$ cat src/rtl/control_mode_fsm_pkg.sv
// Shared types for the front-panel mode selector: action FSM states and mode index names.
package control_mode_fsm_pkg;

    typedef enum logic [1:0] {
        ACT_IDLE   = 2'd0,
        ACT_HELD   = 2'd1,
        ACT_REPEAT = 2'd2
    } act_state_e;

    localparam int MODE_RESET   = 0;
    localparam int MODE_NEXT    = 1;
    localparam int MODE_REWIND  = 2;
    localparam int MODE_FF      = 3;
    localparam int MODE_DISPLAY = 4;

endpackage

$ cat src/rtl/control_mode_fsm_rise_detect.sv
// Registered rising-edge detector; the history flop resets high so a level held
// through reset never reads as a fresh press.
module control_mode_fsm_rise_detect (
    input  logic clk,
    input  logic reset,
    input  logic in_i,
    output logic rise_o
);

    logic hist_q;

    always_ff @(posedge clk) begin
        if (reset) begin
            hist_q <= 1'b1;
        end else begin
            hist_q <= in_i;
        end
    end

    assign rise_o = in_i & ~hist_q;

endmodule

$ cat src/rtl/control_mode_fsm.sv
// Front-panel mode selector: steps through NUM_MODES modes and routes the shared
// action button to the owning mode as a level plus press/auto-repeat pulses.
module control_mode_fsm
    import control_mode_fsm_pkg::*;
#(
    parameter int                     NUM_MODES     = 5,
    parameter int                     MODE_W        = 3,
    parameter int                     REPEAT_DELAY  = 50_000_000,
    parameter int                     REPEAT_PERIOD = 10_000_000,
    parameter int                     CNT_W         = 26,
    parameter logic [NUM_MODES-1:0]   REPEAT_MASK   = 5'b01100
) (
    input  logic                  clk,
    input  logic                  reset,
    input  logic                  mode_btn,
    input  logic                  mode_back,
    input  logic                  action_btn,
    output logic [MODE_W-1:0]     mode,
    output logic [NUM_MODES-1:0]  mode_onehot,
    output logic [NUM_MODES-1:0]  action_level,
    output logic [NUM_MODES-1:0]  action_pulse,
    output logic                  mode_changed
);

    localparam logic [MODE_W-1:0] LAST_MODE   = MODE_W'(NUM_MODES - 1);
    localparam logic [CNT_W-1:0]  DELAY_LAST  = CNT_W'(REPEAT_DELAY - 1);
    localparam logic [CNT_W-1:0]  PERIOD_LAST = CNT_W'(REPEAT_PERIOD - 1);
    localparam logic [CNT_W-1:0]  CNT_MAX     = '1;

    function automatic logic [NUM_MODES-1:0] to_onehot(input logic [MODE_W-1:0] idx);
        return NUM_MODES'(1) << idx;
    endfunction

    logic mode_rise, back_rise, act_rise;

    control_mode_fsm_rise_detect u_mode_rise (
        .clk(clk), .reset(reset), .in_i(mode_btn), .rise_o(mode_rise)
    );
    control_mode_fsm_rise_detect u_back_rise (
        .clk(clk), .reset(reset), .in_i(mode_back), .rise_o(back_rise)
    );
    control_mode_fsm_rise_detect u_act_rise (
        .clk(clk), .reset(reset), .in_i(action_btn), .rise_o(act_rise)
    );

    logic [MODE_W-1:0]    mode_q, mode_d;
    logic                 changed_q, changed_d;
    act_state_e           state_q, state_d;
    logic [MODE_W-1:0]    owner_q, owner_d;
    logic [CNT_W-1:0]     cnt_q, cnt_d;
    logic [NUM_MODES-1:0] level_q, level_d;
    logic [NUM_MODES-1:0] pulse_q, pulse_d;
    logic                 rep_en;

    always_ff @(posedge clk) begin
        if (reset) begin
            mode_q    <= '0;
            changed_q <= 1'b0;
            state_q   <= ACT_IDLE;
            owner_q   <= '0;
            cnt_q     <= '0;
            level_q   <= '0;
            pulse_q   <= '0;
        end else begin
            mode_q    <= mode_d;
            changed_q <= changed_d;
            state_q   <= state_d;
            owner_q   <= owner_d;
            cnt_q     <= cnt_d;
            level_q   <= level_d;
            pulse_q   <= pulse_d;
        end
    end

    // Opposing presses in the same cycle cancel out.
    always_comb begin
        mode_d    = mode_q;
        changed_d = 1'b0;
        if (mode_rise && !back_rise) begin
            mode_d    = (mode_q == LAST_MODE) ? '0 : mode_q + MODE_W'(1);
            changed_d = 1'b1;
        end else if (back_rise && !mode_rise) begin
            mode_d    = (mode_q == '0) ? LAST_MODE : mode_q - MODE_W'(1);
            changed_d = 1'b1;
        end
    end

    assign rep_en = |(REPEAT_MASK & to_onehot(owner_q));

    // Owner is latched from the pre-change mode register, so a concurrent mode
    // press never steals the action.
    always_comb begin
        state_d = state_q;
        owner_d = owner_q;
        cnt_d   = cnt_q;
        pulse_d = '0;
        if (!action_btn) begin
            state_d = ACT_IDLE;
            cnt_d   = '0;
        end else begin
            case (state_q)
                ACT_IDLE: begin
                    if (act_rise) begin
                        state_d = ACT_HELD;
                        owner_d = mode_q;
                        cnt_d   = '0;
                        pulse_d = to_onehot(mode_q);
                    end
                end
                ACT_HELD: begin
                    if (rep_en && cnt_q == DELAY_LAST) begin
                        state_d = ACT_REPEAT;
                        cnt_d   = '0;
                        pulse_d = to_onehot(owner_q);
                    end else if (cnt_q != CNT_MAX) begin
                        cnt_d = cnt_q + CNT_W'(1);
                    end
                end
                ACT_REPEAT: begin
                    if (cnt_q == PERIOD_LAST) begin
                        cnt_d   = '0;
                        pulse_d = to_onehot(owner_q);
                    end else begin
                        cnt_d = cnt_q + CNT_W'(1);
                    end
                end
                default: begin
                    state_d = ACT_IDLE;
                    cnt_d   = '0;
                end
            endcase
        end
        level_d = (state_d != ACT_IDLE) ? to_onehot(owner_d) : '0;
    end

    assign mode         = mode_q;
    assign mode_onehot  = to_onehot(mode_q);
    assign action_level = level_q;
    assign action_pulse = pulse_q;
    assign mode_changed = changed_q;

endmodule

$ cat config.mk
export PLATFORM = sky130hd
export DESIGN_NAME = control_mode_fsm
export DESIGN_NICKNAME = d
export VERILOG_FILES = /design/src/rtl/control_mode_fsm_pkg.sv /design/src/rtl/control_mode_fsm_rise_detect.sv /design/src/rtl/control_mode_fsm.sv
export SDC_FILE = /design/constraint.sdc
export NUM_CORES = 1
export LEC_CHECK = 0
export BUFFER_PORTS_ARGS = -buffer_cell sky130_fd_sc_hd__buf_2
export CELL_PAD_IN_SITES_DETAIL_PLACEMENT = 1
export CELL_PAD_IN_SITES_GLOBAL_PLACEMENT = 2
export CORE_MARGIN = 1
export CORE_UTILIZATION = 38
export DETAILED_ROUTE_END_ITERATION = 8
export GPL_TIMING_DRIVEN = 0
export PLACE_DENSITY_LB_ADDON = 0.1
export SYNTH_ARGS = -nofsm -noshare
export SYNTH_HDL_FRONTEND = slang
export SYNTH_SLANG_ARGS = --single-unit
$ cat constraint.sdc
create_clock -name clk -period 4.1 [get_ports clk]
set_input_delay 0.82 -clock clk [delete_from_list [all_inputs] [get_ports clk]]
set_output_delay 0.82 -clock clk [all_outputs]
set_load 0.1 [all_outputs]
* After elaboration in Yosys (flattened, before gate mapping)
Index checks and enable logic that the tools add are counted.
Word-level totals: bits in registers 48, input port bits 5
Operators by class: add/sub/neg operators 3, equality and inequality tests 8, shifts and indexed selects 3, muxes and demuxes 22, bitwise gates (word level) 8, reduce and logical (&&, ||, !) cells 13
Operator list (count):
- two-way mux 26 bit | 4
- one-hot mux 26 bit (3 select lines) | 1
- adder 26 x 1 -> 26 bit, second input constant | 1
- equality test 26 x 24 -> 1 bit, second input constant | 1
- equality test 26 bit, second input constant | 1
- inequality test 26 bit, second input constant | 1
- two-way mux 3 bit | 7
- two-way mux 5 bit | 3
- one-hot mux 5 bit (3 select lines) | 1
- << shifter 1 x 3 -> 5 bit, first input constant | 3
- two-way mux 2 bit | 3
- one-hot mux 2 bit (3 select lines) | 1
- OR reduction 2 bit | 3
- inverter 1 bit | 5
- nonzero test 2 bit | 2
- adder 3 x 1 -> 3 bit, second input constant | 1
- bitwise AND 1 bit | 3
- equality test 3 bit, second input constant | 1
- logical AND 1 bit | 3
- zero test 3 bit | 1
- inequality test 3 bit, second input constant | 1
- subtractor 3 x 1 -> 3 bit, second input constant | 1
- equality test 2 x 1 -> 1 bit, second input constant | 1
- equality test 2 bit, second input constant | 1
- other kinds (5) | 7

* Longest topological paths before layout
Gate-level depths: netlist of run 1.
depth in word-level cells 9, mapped depth 9

* By module
Synthesis of run 1 repeated with hierarchy kept, for this count alone.
Second synthesis, totals: cells, all modules 324, area, all modules 2656.3 µm²
By module, submodules not included:
- control_mode_fsm | times used 1, cells each 315, area each 2558.7 µm², seq. area each 900.9 µm²
- control_mode_fsm_rise_detect | times used 3, cells each 3, area each 32.5 µm², seq. area each 20.0 µm²

* Worst setup path before layout of run 1
No wires, ideal clock.
path type reg-to-output, start register mode_q[1] (netlist: mode[1]), end output port mode_onehot[2], arrival time 2.718 ns, setup slack 0.562 ns, cell stages (with the launch flop) 3, buffers on the path 0, path through dfxtp_1 > ha_1 > nor2b_1
On the way: word-level cells in the longest chain between the ends 1
Ends and longest elaborated chain:
- from (decl) | line control_mode_fsm.sv:46 | logic [MODE_W-1:0] mode_q, mode_d;
- from (signal assigned) | line control_mode_fsm.sv:65 | mode_q <= mode_d;
- << shifter 1 x 3 -> 5 bit | line control_mode_fsm.sv:31 | return NUM_MODES'(1) << idx;
- to (decl) | line control_mode_fsm.sv:19 | output logic [NUM_MODES-1:0] mode_onehot,
Every way passes these cells.

* Worst setup path after layout of run 1
start register cnt_q[0], end register cnt_q[13]
On the way: word-level cells in the longest chain between the ends 4
Ends and longest elaborated chain:
- from (decl) | line control_mode_fsm.sv:50 | logic [CNT_W-1:0] cnt_q, cnt_d;
- from (signal assigned) | line control_mode_fsm.sv:69 | cnt_q <= cnt_d;
- adder 26 x 1 -> 26 bit or equality test 26 bit (tied branches) | line control_mode_fsm.sv:116, control_mode_fsm.sv:124, control_mode_fsm.sv:111
- two-way mux 26 bit or logical AND 1 bit (tied branches) | line control_mode_fsm.sv:115, control_mode_fsm.sv:111
- two-way mux 26 bit or inequality test 3 bit (tied branches)
- one-hot mux 26 bit (3 select lines) or AND reduction 2 bit (tied branches)
Several ways; a longest one is shown, not always the timed one. The select of a mux whose other input is x is not followed. A chain may end at the register's enable or synchronous reset.

==> run_results.csv, run 1 <==
group,metric,value,unit
run_status,status,"completed",
power,p_leak,0.00108,uW
timing,finalCriticalPeriod,2.85,ns
power,peakVddDrop,0.133,mV
logic_synthesis,async_flop_share,0,%
logic_synthesis,ys_ff_latch,48,
worst_hold_path,min_path_type,"flip-flop to flip-flop",
route,drc_errors,0,
logic_synthesis,synth_edf_count,0,
clock_tree,htree_num_levels,2,
setup_path,crit_family,"compound AO/OA/AOI/OAI gates",
setup_path,path_buf_inv,2,
clock_tree,root_buffer,"clkbuf_8",
clock_tree,numClockSinks,48,
route,vias_per_cell,5.75,
timing,setup_tns,0,ns
placement,port_buffers,23,
timing,grt_setup_unrepaired,"false",
flow_run,cap_violations,0,
logic_synthesis,yosysSeqAreaShare,36.8,%
route,dr.pass1.iters,6,
placement,place_congestion,0.824,
layout,insertedDiodeCount,0,
logic_synthesis,syn-cell-area,2610,um2
timing,setup_viol,0,
floorplanning,die_h,84.9,um
grt,grt_pass1_vias,2428,
setup_path,arrival,3.01,ns
logic_synthesis,synth_flop_cell,"dfxtp_1",
route,vias,2459,
clock_tree,cts_tree,"done",
logic_synthesis,ys_warn_count,0,
clock_tree,clkLatencyLatePin,0.30,ns
clock_tree,cts_inserted_buffers,5,
timing,finalHoldViolations,0,
floorplanning,num_io_pins,24,
placement,dp_hpwl,5450,um
logic_synthesis,synth_nets,338,
setup_path,critPathMostFrequentCell,"buf_6",
setup_path,max_stage_delay,0.65,ns
timing,finClkSkew,0.00618,ns
setup_path,critPathCaptureType,"flip-flop",
timing,fin_crit_sh,69.4,%
timing,drv_slew,0,
floorplanning,num_rows,29,
setup_path,cp_max_fo,10,
route,wl_per_cell,16.7,um
clock_tree,clkTransAtPathRegs,0.09,ns
setup_path,critPathRequiredTime,4.27,ns
layout,areaGrowthSynthToFinish,11.7,%
clock_tree,cts_resized,0,
setup_path,critPathKind,"flip-flop to flip-flop",
timing,fmax,0.351,GHz
timing,fin_worst_hold_slack,0.505,ns
grt,grt_max_degree,15,
logic_synthesis,synthCells,320,
route,wl,7150,um
setup_path,crit_chain,"ha_1 > nand4_2 > or4_1 > o311ai_1 > o22ai_2 > buf_6 > buf_6 > o21ai_0 > a31oi_1",
logic_synthesis,syn_avg_cell_area,8.15,um2
grt,grt_usage,21.1,%
layout,nNetsFinal,368,
route,ant_nets,0,
setup_path,worstSetupStartpointType,"flip-flop",
grt,antenna_found_initial,0,
floorplanning,dieArea,7200,um2
timing,worst_pin_slew,0.962,ns
clock_tree,clk_path_buf_depth,2,
grt,grt_pass1_wl,12200,um
layout,drive_above_1_share,14.0,%
clock_tree,postCtsHoldBufs,0,
floorplanning,core_area,6490,um2
route,dr.first_iter.drc_count,103,
logic_synthesis,synth_cell_types,48,
power,p_per_area,302,nW/um2
setup_path,slowest_stage,"or4_1",
floorplanning,die_w,84.9,um
timing,slew_headroom,35.0,%
clock_tree,cts_setup_buffers,0,
grt,overflow,0,
floorplanning,initial_core_util,40.2,%
==> power breakdown <==
group	internal (uW)	leakage [uW]	switching, uW
clock network	135	0.0000510	159
logic	24.0	0.000644	87.5
registers	471	0.000388	5.12
==> stage by stage <==
step                      utilization, %  worst slack [ns]  std cells  area (um2)  power [uW]
after global placement              43.4              1.17        420        2820         599
after global routing                44.8              1.02        428        2910         919
after floorplan                        -             0.562        320        2610         576
after detailed placement            43.4              1.23        420        2820         599
final                               44.8              1.25        428        2910         881
after CTS                           44.8              1.23        428        2910         894
==> area by class of cell <==
cell class | instances | area (um2)
Inverter | 8 | 30.0
Fill cell | 816 | 3580
Tap cell | 77 | 96.3
Multi-Input combinational cell | 251 | 1550
Clock inverter | 2 | 10.0
Buffer | 13 | 65.1
Clock buffer | 6 | 82.6
Sequential cell | 48 | 961
Timing Repair Buffer | 23 | 115
==> worst register-to-register path, cell delays in order, from the launching register on <==
cell and delay [ns]:
dfxtp_1 0.40, ha_1 0.24, nand4_2 0.19, or4_1 0.65
o311ai_1 0.44, o22ai_2 0.26, buf_6 0.23, buf_6 0.14
o21ai_0 0.08, a31oi_1 0.10
==> flip-flops by register name, indices dropped and copies added (netlist names) <==
signal,flops
cnt_q,26
action_level,5
action_pulse,5
mode,3
owner_q,3
state_q,2
mode_changed,1
u_act_rise.hist_q,1
u_back_rise.hist_q,1
u_mode_rise.hist_q,1
==> cell usage after synthesis (all sizes together) (4+ instances only) <==
master  count  area [um2]
nand3      10        50.1
a31oi      31         194
a21oi      15        75.1
nand4      10        68.8
o21ai      11        55.1
and2        4        27.5
nor3       18        90.1
dfxtp      48         961
clkbuf     10        37.5
ha         13         163
inv         8        30.0
nor2b       5        31.3
nor2       32         120
and3        5        31.3
or2b        5        37.5
nand2      32         120
nor4        4        40.0
or2         7        43.8
and4        6        52.6
nand2b      8        50.1
==> layer usage <==
layer,share of wire [%],track usage (%),vias up
li1,-,-,1245
met1,54,32.3,1186
met2,42,31.4,26
met3,2.6,2.92,2
met4,0.60,4.62,0
met5,0,0,-
==> worst paths after layout <==
| check | from | end | slack [ns] | cells past startpoint |
|---|---|---|---|---|
| max | cnt_q[0]$_SDFFE_PP0P_ | cnt_q[13]$_SDFFE_PP0P_ | 1.25 | 9 |
| min | cnt_q[5]$_SDFFE_PP0P_ | cnt_q[5]$_SDFFE_PP0P_ | 0.50 | 1 |
| max reg2reg | cnt_q[0]$_SDFFE_PP0P_ | cnt_q[13]$_SDFFE_PP0P_ | 1.25 | 9 |
| min reg2reg | cnt_q[5]$_SDFFE_PP0P_ | cnt_q[5]$_SDFFE_PP0P_ | 0.50 | 1 |
==> layout by cell type (no fill, tap or decap), types with 13 or more instances in the layout <==
| master | synthesis | layout |
|---|---|---|
| a31oi_1 | 31 | 31 |
| dfxtp_1 | 48 | 48 |
| ha_1 | 13 | 13 |
| nand2_1 | 32 | 32 |
| buf_2 | 1 | 24 |
| a21oi_1 | 15 | 15 |
| nor3_1 | 18 | 18 |
| nor2_1 | 32 | 32 |
==> logic make-up after synthesis <==
family,share of synthesized area [%]
and+or+nand+nor,32.4
AOI/OAI and AO/OA,20.0
DFF,36.8
buffers and inverters,3.65
adders and majority gates,6.24
muxes,0.815
No activity file was read; power rests on OpenSTA's default activity.
==> run 2: changes to the inputs <==
--- a/config.mk
+++ b/config.mk
@@ -5,11 +5,12 @@
 export SDC_FILE = /design/constraint.sdc
 export NUM_CORES = 1
 export LEC_CHECK = 0
+export ABC_AREA = 1
 export BUFFER_PORTS_ARGS = -buffer_cell sky130_fd_sc_hd__buf_2
 export CELL_PAD_IN_SITES_DETAIL_PLACEMENT = 1
 export CELL_PAD_IN_SITES_GLOBAL_PLACEMENT = 2
 export CORE_MARGIN = 1
-export CORE_UTILIZATION = 38
+export CORE_UTILIZATION = 29
 export DETAILED_ROUTE_END_ITERATION = 8
 export GPL_TIMING_DRIVEN = 0
 export PLACE_DENSITY_LB_ADDON = 0.1
==> constraint.sdc (replaced) <==
create_clock -name clk -period 2.46 [get_ports clk]
set_input_delay 0.492 -clock clk [delete_from_list [all_inputs] [get_ports clk]]
set_output_delay 0.492 -clock clk [all_outputs]
set_load 0.1 [all_outputs]
==> run 2 against run 1 <==
Effect of this change: hold slack got worse by 0.14 ns; cell area rose by 19%; global-route usage fell by 1.8 points; area after synthesis rose by 18%; sequential share of layout area fell by 5.2 points; clock power rose by 74%; combinational power rose by 110%; count of clock-buffer cells in the layout fell by 1; cell count rose by 55%; worst setup slack got worse by 0.96 ns; sequential cell count did not move.
==> run_results.csv, run 2 <==
group,metric,value,unit
timing,drv_slew,0,
layout,drive_above_1_share,12.9,%
clock_tree,htree_num_levels,2,
timing,fin_crit_sh,88.2,%
timing,fin_worst_hold_slack,0.364,ns
logic_synthesis,synth_edf_count,0,
logic_synthesis,synthCells,498,
flow_run,cap_violations,0,
clock_tree,clkTransAtPathRegs,0.10,ns
grt,grt_pass1_wl,16600,um
layout,largest_register_ffs,26,
power,p_seq_share,51.7,%
timing,finClkSkew,0.00572,ns
setup_path,critPathRequiredTime,1.97,ns
clock_tree,numClockSinks,48,
clock_tree,postCtsHoldBufs,0,
power,pwr-share-clk,33.0,%
timing,slew_headroom,62.7,%
worst_hold_path,min_path_type,"primary input to flip-flop",
route,ant_nets,0,
layout,top_register,"cnt_q",
setup_path,worstReg2RegStart,"cnt_q[0]$_SDFFE_PP0P_",
setup_path,cp_max_fo,7,
timing,worst_pin_slew,0.560,ns
logic_synthesis,yosysSeqAreaShare,31.2,%
floorplanning,initial_core_util,29.8,%
worst_hold_path,hold_path_end,"u_mode_rise.hist_q$_SDFF_PP1_",
timing,setup_tns,0,ns
grt,grt_max_degree,17,
placement,pre_cts_ws,0.397,ns
setup_path,r2r_cells,13,
clock_tree,cts_setup_buffers,0,
logic_synthesis,synth_flop_cell,"dfxtp_1",
placement,place_congestion,0.798,
route,vias_per_cell,4.73,
setup_path,max_stage_delay,0.45,ns
route,dr.pass1.iters,4,
logic_synthesis,ys_ff_latch,48,
clock_tree,root_buffer,"clkbuf_8",
setup_path,crit_chain,"inv_1 > ha_1 > ha_1 > buf_2",
floorplanning,die_w,105,um
clock_tree,cts_inserted_buffers,5,
logic_synthesis,ys_warn_count,0,
route,wl_per_cell,15.0,um
timing,grt_setup_unrepaired,"false",
setup_path,path_buf_inv,2,
power,p_leak,0.00143,uW
power,switchingPower,504,uW
placement,port_buffers,22,
setup_path,crit_family,"buffers and inverters",
logic_synthesis,synth_cell_types,31,
clock_tree,clkLatencyLatePin,0.31,ns
layout,areaGrowthSynthToFinish,12.8,%
logic_synthesis,synth_most_common_cell,"nand2_1",
timing,setup_viol,0,
clock_tree,cts_resized,0,
setup_path,critPathKind,"flip-flop to primary output",
power,peakVddDrop,0.322,mV
logic_synthesis,syn_avg_cell_area,6.18,um2
grt,overflow,0,
grt,grt_pass1_vias,3257,
layout,nNetsFinal,545,
timing,layout_setup_ws,0.290,ns
setup_path,r2r-end,"cnt_q[12]$_SDFFE_PP0P_",
timing,finalHoldViolations,0,
floorplanning,dieArea,11000,um2
floorplanning,num_io_pins,24,
power,sw_frac_of_total,32.6,%
setup_path,critPathCaptureType,"primary output",
timing,finalCriticalPeriod,2.17,ns
logic_synthesis,synth_nets,516,
logic_synthesis,synth_top_area_share,31.2,%
run_status,status,"completed",
route,vias,3143,
layout,insertedDiodeCount,0,
logic_synthesis,syn-cell-area,3080,um2
grt,grt_usage,19.3,%
placement,dp_hpwl,7930,um
layout,layout_common_cells,"147 x nand2_1, 81 x nor2_1, 58 x inv_1",
worst_hold_path,min_path_cells,3,
logic_synthesis,ys_top_cells_by_area,"dfxtp_1 31%, nand2_1 18%, nor2_1 10%",
logic_synthesis,synth_top_area_cell,"dfxtp_1",
setup_path,slowest_stage,"buf_2",
power,power_frac_comb,15.2,%
logic_synthesis,yosys-top-cells-count,"147 x nand2_1, 83 x nor2_1, 58 x inv_1",
worst_hold_path,min-delay-start,"mode_btn",
setup_path,arrival,1.68,ns
setup_path,critPathMostFrequentCell,"ha_1",
floorplanning,num_rows,37,
floorplanning,die_h,105,um
clock_tree,cts_tree,"done",
route,wl,9930,um
setup_path,rrSetupSlack,0.39,ns
power,p_per_area,445,nW/um2
grt,antenna_found_initial,0,
clock_tree,clk_path_buf_depth,2,
logic_synthesis,async_flop_share,0,%
setup_path,worstSetupStartpointType,"flip-flop",
route,drc_errors,0,
timing,fmax,0.461,GHz
floorplanning,core_area,10300,um2
power,power.internal,1040,uW
layout,final_common_cell,"nand2_1",
route,dr.first_iter.drc_count,90,
-- run 2: layout make-up --
type | count | area (um2)
clock inverter | 3 | 22.5
sequential | 48 | 965
fill | 1390 | 6850
clock buffer | 5 | 68.8
multi-input combinational | 377 | 1830
tap | 136 | 170
buffer | 13 | 78.8
timing repair buffer | 22 | 110
inverter | 60 | 228
-- run 2: worst min-delay path, cell delays in order --
cell     delay (ns)
buf_2          0.08
inv_1          0.04
nand2_1        0.05
-- run 2: metal layers --
metal / routed length, um / part of all wire [%] / GRT usage [%]
met3: 201 / 2.0 / 2.25
met4: 88 / 0.89 / 3.92
met2: 5180 / 52 / 37.6
met5: 0 / 0 / 0
met1: 4460 / 45 / 22.4
-- run 2: how the worst max path moves through the flow --
stage | start | end | slack (ns) | cells past startpoint
after global routing | cnt_q[0]$_SDFFE_PP0P_ | cnt_q[14]$_SDFFE_PP0P_ | 0.18 | 13
after global placement | action_btn | cnt_q[12]$_SDFFE_PP0P_ | 0.40 | 10
final | mode[0]$_SDFFE_PP0P_ | mode_onehot[0] | 0.29 | 4
after CTS | mode[0]$_SDFFE_PP0P_ | mode_onehot[0] | 0.24 | 4
after floorplan | mode[1]$_SDFFE_PP0P_ | mode_onehot[0] | 0.29 | 3
after detailed placement | cnt_q[0]$_SDFFE_PP0P_ | cnt_q[7]$_SDFFE_PP0P_ | 0.40 | 13
-- run 2: cell families (layout without fill, tap and decap cells) --
kind of cell	after synthesis	count (layout)	synth area share, %
AND/OR/NAND/NOR	323	323	46.4
XOR/XNOR	2	2	0.569
buffers and inverters	73	103	9.96
adder cells (fa/ha/maj)	13	13	5.28
flip-flops	48	48	31.2
AO/OA/AOI/OAI	39	39	6.54
-- run 2: power by group through the flow --
stage / Clock [uW] / Sequential [uW] / Combinational (uW)
global placement: 0 / 818 / 236
global route: 571 / 803 / 254
finish: 511 / 800 / 236
floorplan: 0 / 856 / 148
CTS: 541 / 801 / 238
detailed placement: 0 / 818 / 236
-- run 2: through the flow --
step / util, % / area [um2] / total power (uW) / std cells
floorplan: - / 3100 / 1000 / 498
global placement: 32.8 / 3380 / 1050 / 656
detailed placement: 32.8 / 3380 / 1050 / 656
CTS: 33.7 / 3470 / 1580 / 664
global route: 33.7 / 3470 / 1630 / 664
finish: 33.7 / 3470 / 1550 / 664
==> run 3: changes to the inputs <==
--- a/config.mk
+++ b/config.mk
@@ -9,8 +9,10 @@
 export BUFFER_PORTS_ARGS = -buffer_cell sky130_fd_sc_hd__buf_2
 export CELL_PAD_IN_SITES_DETAIL_PLACEMENT = 1
 export CELL_PAD_IN_SITES_GLOBAL_PLACEMENT = 2
+export CORE_ASPECT_RATIO = 1.5
 export CORE_MARGIN = 1
-export CORE_UTILIZATION = 29
+export CORE_UTILIZATION = 30
+export CTS_BUF_LIST = sky130_fd_sc_hd__clkbuf_4 sky130_fd_sc_hd__clkbuf_8
 export DETAILED_ROUTE_END_ITERATION = 8
 export GPL_TIMING_DRIVEN = 0
 export PLACE_DENSITY_LB_ADDON = 0.1
==> run 3 against run 2 <==
Effect of this change: worst setup slack lost 0.015 ns; utilization increased by 1.3 points; clock skew about the same; die area decreased by 3.2%; routed wire length increased by 4.1%; sequential power barely moved; critical path type unchanged; critical endpoint unchanged.
==> run_results.csv, run 3 (synthesis gave the netlist of run 2 again) <==
group,metric,value,unit
run_status,status,"completed",
route,dr.first_iter.drc_count,79,
clock_tree,clk_path_buf_depth,2,
power,peakVddDrop,0.262,mV
setup_path,max_stage_delay,0.44,ns
timing,grt_setup_unrepaired,"false",
layout,areaGrowthSynthToFinish,12.0,%
timing,finalHoldViolations,0,
layout,largest_register_ffs,26,
floorplanning,dieArea,10700,um2
setup_path,cp_max_fo,5,
setup_path,r2r_cells,13,
floorplanning,die_w,84.7,um
timing,setup_viol,0,
timing,fin_crit_sh,88.8,%
setup_path,critPathRequiredTime,1.97,ns
clock_tree,numClockSinks,48,
timing,drv_slew,0,
setup_path,crit_family,"buffers and inverters",
placement,port_buffers,22,
timing,finClkSkew,0.00553,ns
clock_tree,clkLatencyLatePin,0.32,ns
setup_path,arrival,1.69,ns
clock_tree,cts_setup_buffers,0,
grt,overflow,0,
grt,use_met1,21.5,%
grt,antenna_found_initial,0,
worst_hold_path,min_path_type,"primary input to flip-flop",
route,drc_errors,0,
timing,setup_tns,0,ns
setup_path,crit_chain,"inv_1 > ha_1 > ha_1 > buf_2",
setup_path,rrSetupSlack,0.40,ns
setup_path,worst-path-stages,4,
clock_tree,root_buffer,"clkbuf_8",
clock_tree,cts_inserted_buffers,5,
setup_path,critPathCaptureType,"primary output",
route,dr.pass1.iters,4,
grt,grt_pass1_wl,17000,um
layout,final_common_cell,"nand2_1",
clock_tree,clkTransAtPathRegs,0.10,ns
setup_path,path_buf_inv,2,
worst_hold_path,min_path_cells,3,
floorplanning,num_io_pins,24,
layout,drive_above_1_share,12.9,%
grt,grt_pass1_vias,3326,
setup_path,critPathMostFrequentCell,"ha_1",
route,vias_per_cell,4.95,
floorplanning,num_rows,44,
power,p_leak,0.00142,uW
route,vias,3181,
grt,use_met2,41.8,%
grt,grt_max_degree,16,
setup_path,worstSetupStartpointType,"flip-flop",
clock_tree,postCtsHoldBufs,0,
layout,fin_util,35.0,%
setup_path,critPathKind,"flip-flop to primary output",
grt,grt_usage,20.8,%
clock_tree,cts_tree,"done",
clock_tree,htree_num_levels,2,
timing,slew_headroom,65.5,%
layout,nNetsFinal,545,
layout,layout_common_cells,"147 x nand2_1, 81 x nor2_1, 58 x inv_1",
floorplanning,core_area,9850,um2
route,ant_nets,0,
placement,dp_hpwl,8350,um
timing,fmax,0.458,GHz
power,p_per_area,454,nW/um2
timing,worst_pin_slew,0.517,ns
route,wl,10300,um
clock_tree,cts_resized,0,
floorplanning,die_h,126,um
layout,insertedDiodeCount,0,
layout,top_register,"cnt_q",
placement,place_congestion,0.898,
floorplanning,initial_core_util,31.2,%
setup_path,slowest_stage,"buf_2",
grt,use_met3,2.69,%
route,wl_per_cell,16.1,um
layout,fill_cells,1298,
timing,finalCriticalPeriod,2.19,ns
grt,busiest_layer,"met2",
flow_run,cap_violations,0,
timing,fin_worst_hold_slack,0.351,ns
run 3: cell types whose count changed in the layout (fill, tap and decap cells not counted), sizes merged:
| cell | before | now |
|---|---|---|
| inv | 61 | 60 |
| clkbuf | 7 | 8 |
| clkinv | 2 | 1 |
| clkinvlp | 0 | 1 |
run 3: final timing paths:
| kind | start | end |
|---|---|---|
| min reg2reg | cnt_q[1]$_SDFFE_PP0P_ | cnt_q[1]$_SDFFE_PP0P_ |
| max | mode[1]$_SDFFE_PP0P_ | mode_onehot[0] |
| max reg2reg | cnt_q[1]$_SDFFE_PP0P_ | cnt_q[7]$_SDFFE_PP0P_ |
| min | mode_back | u_back_rise.hist_q$_SDFF_PP1_ |
run 3: per-layer routing:
layer  up-vias  share of wire (%)
met4         0                2.0
met2        31                 57
met3        11                1.6
met1      1515                 40
met5         -                  0
li1       1624                  -
run 3: layout make-up:
cell class	count	area (um2)	share of cell area, %
multi-input cells	377	1830	53.1
repair buffers	22	110	3.19
plain buffers	13	78.8	2.29
clock buffers	6	76.3	2.21
inverters	60	228	6.60
clock inverters	2	16.3	0.472
flip-flops and latches	48	965	28.0
well taps	115	144	4.17
run 3: metrics by stage:
stage | total power [uW] | instances | cell area [um2] | setup WS [ns]
3_5_place_dp | 1060 | 635 | 3360 | 0.381
6_report | 1560 | 643 | 3450 | 0.275
3_3_place_gp | 1050 | 635 | 3360 | 0.389
4_1_cts | 1590 | 643 | 3450 | 0.251
2_1_floorplan | 1000 | 498 | 3100 | 0.289
5_1_grt | 1640 | 643 | 3450 | 0.164
run 3: report_power, final:
part	total, uW	switching, uW	leakage (uW)	internal (uW)
clock network	529	315	0.0000448	215
registers	801	12.6	0.000390	788
logic	235	185	0.000990	49.4
total	1560	513	0.00142	1050
run 3: worst min-delay path: cells and delay by family:
| kind | cells | cell delay, ns |
|---|---|---|
| buf+inv | 2 | 0.10 |
| simple gates | 1 | 0.05 |
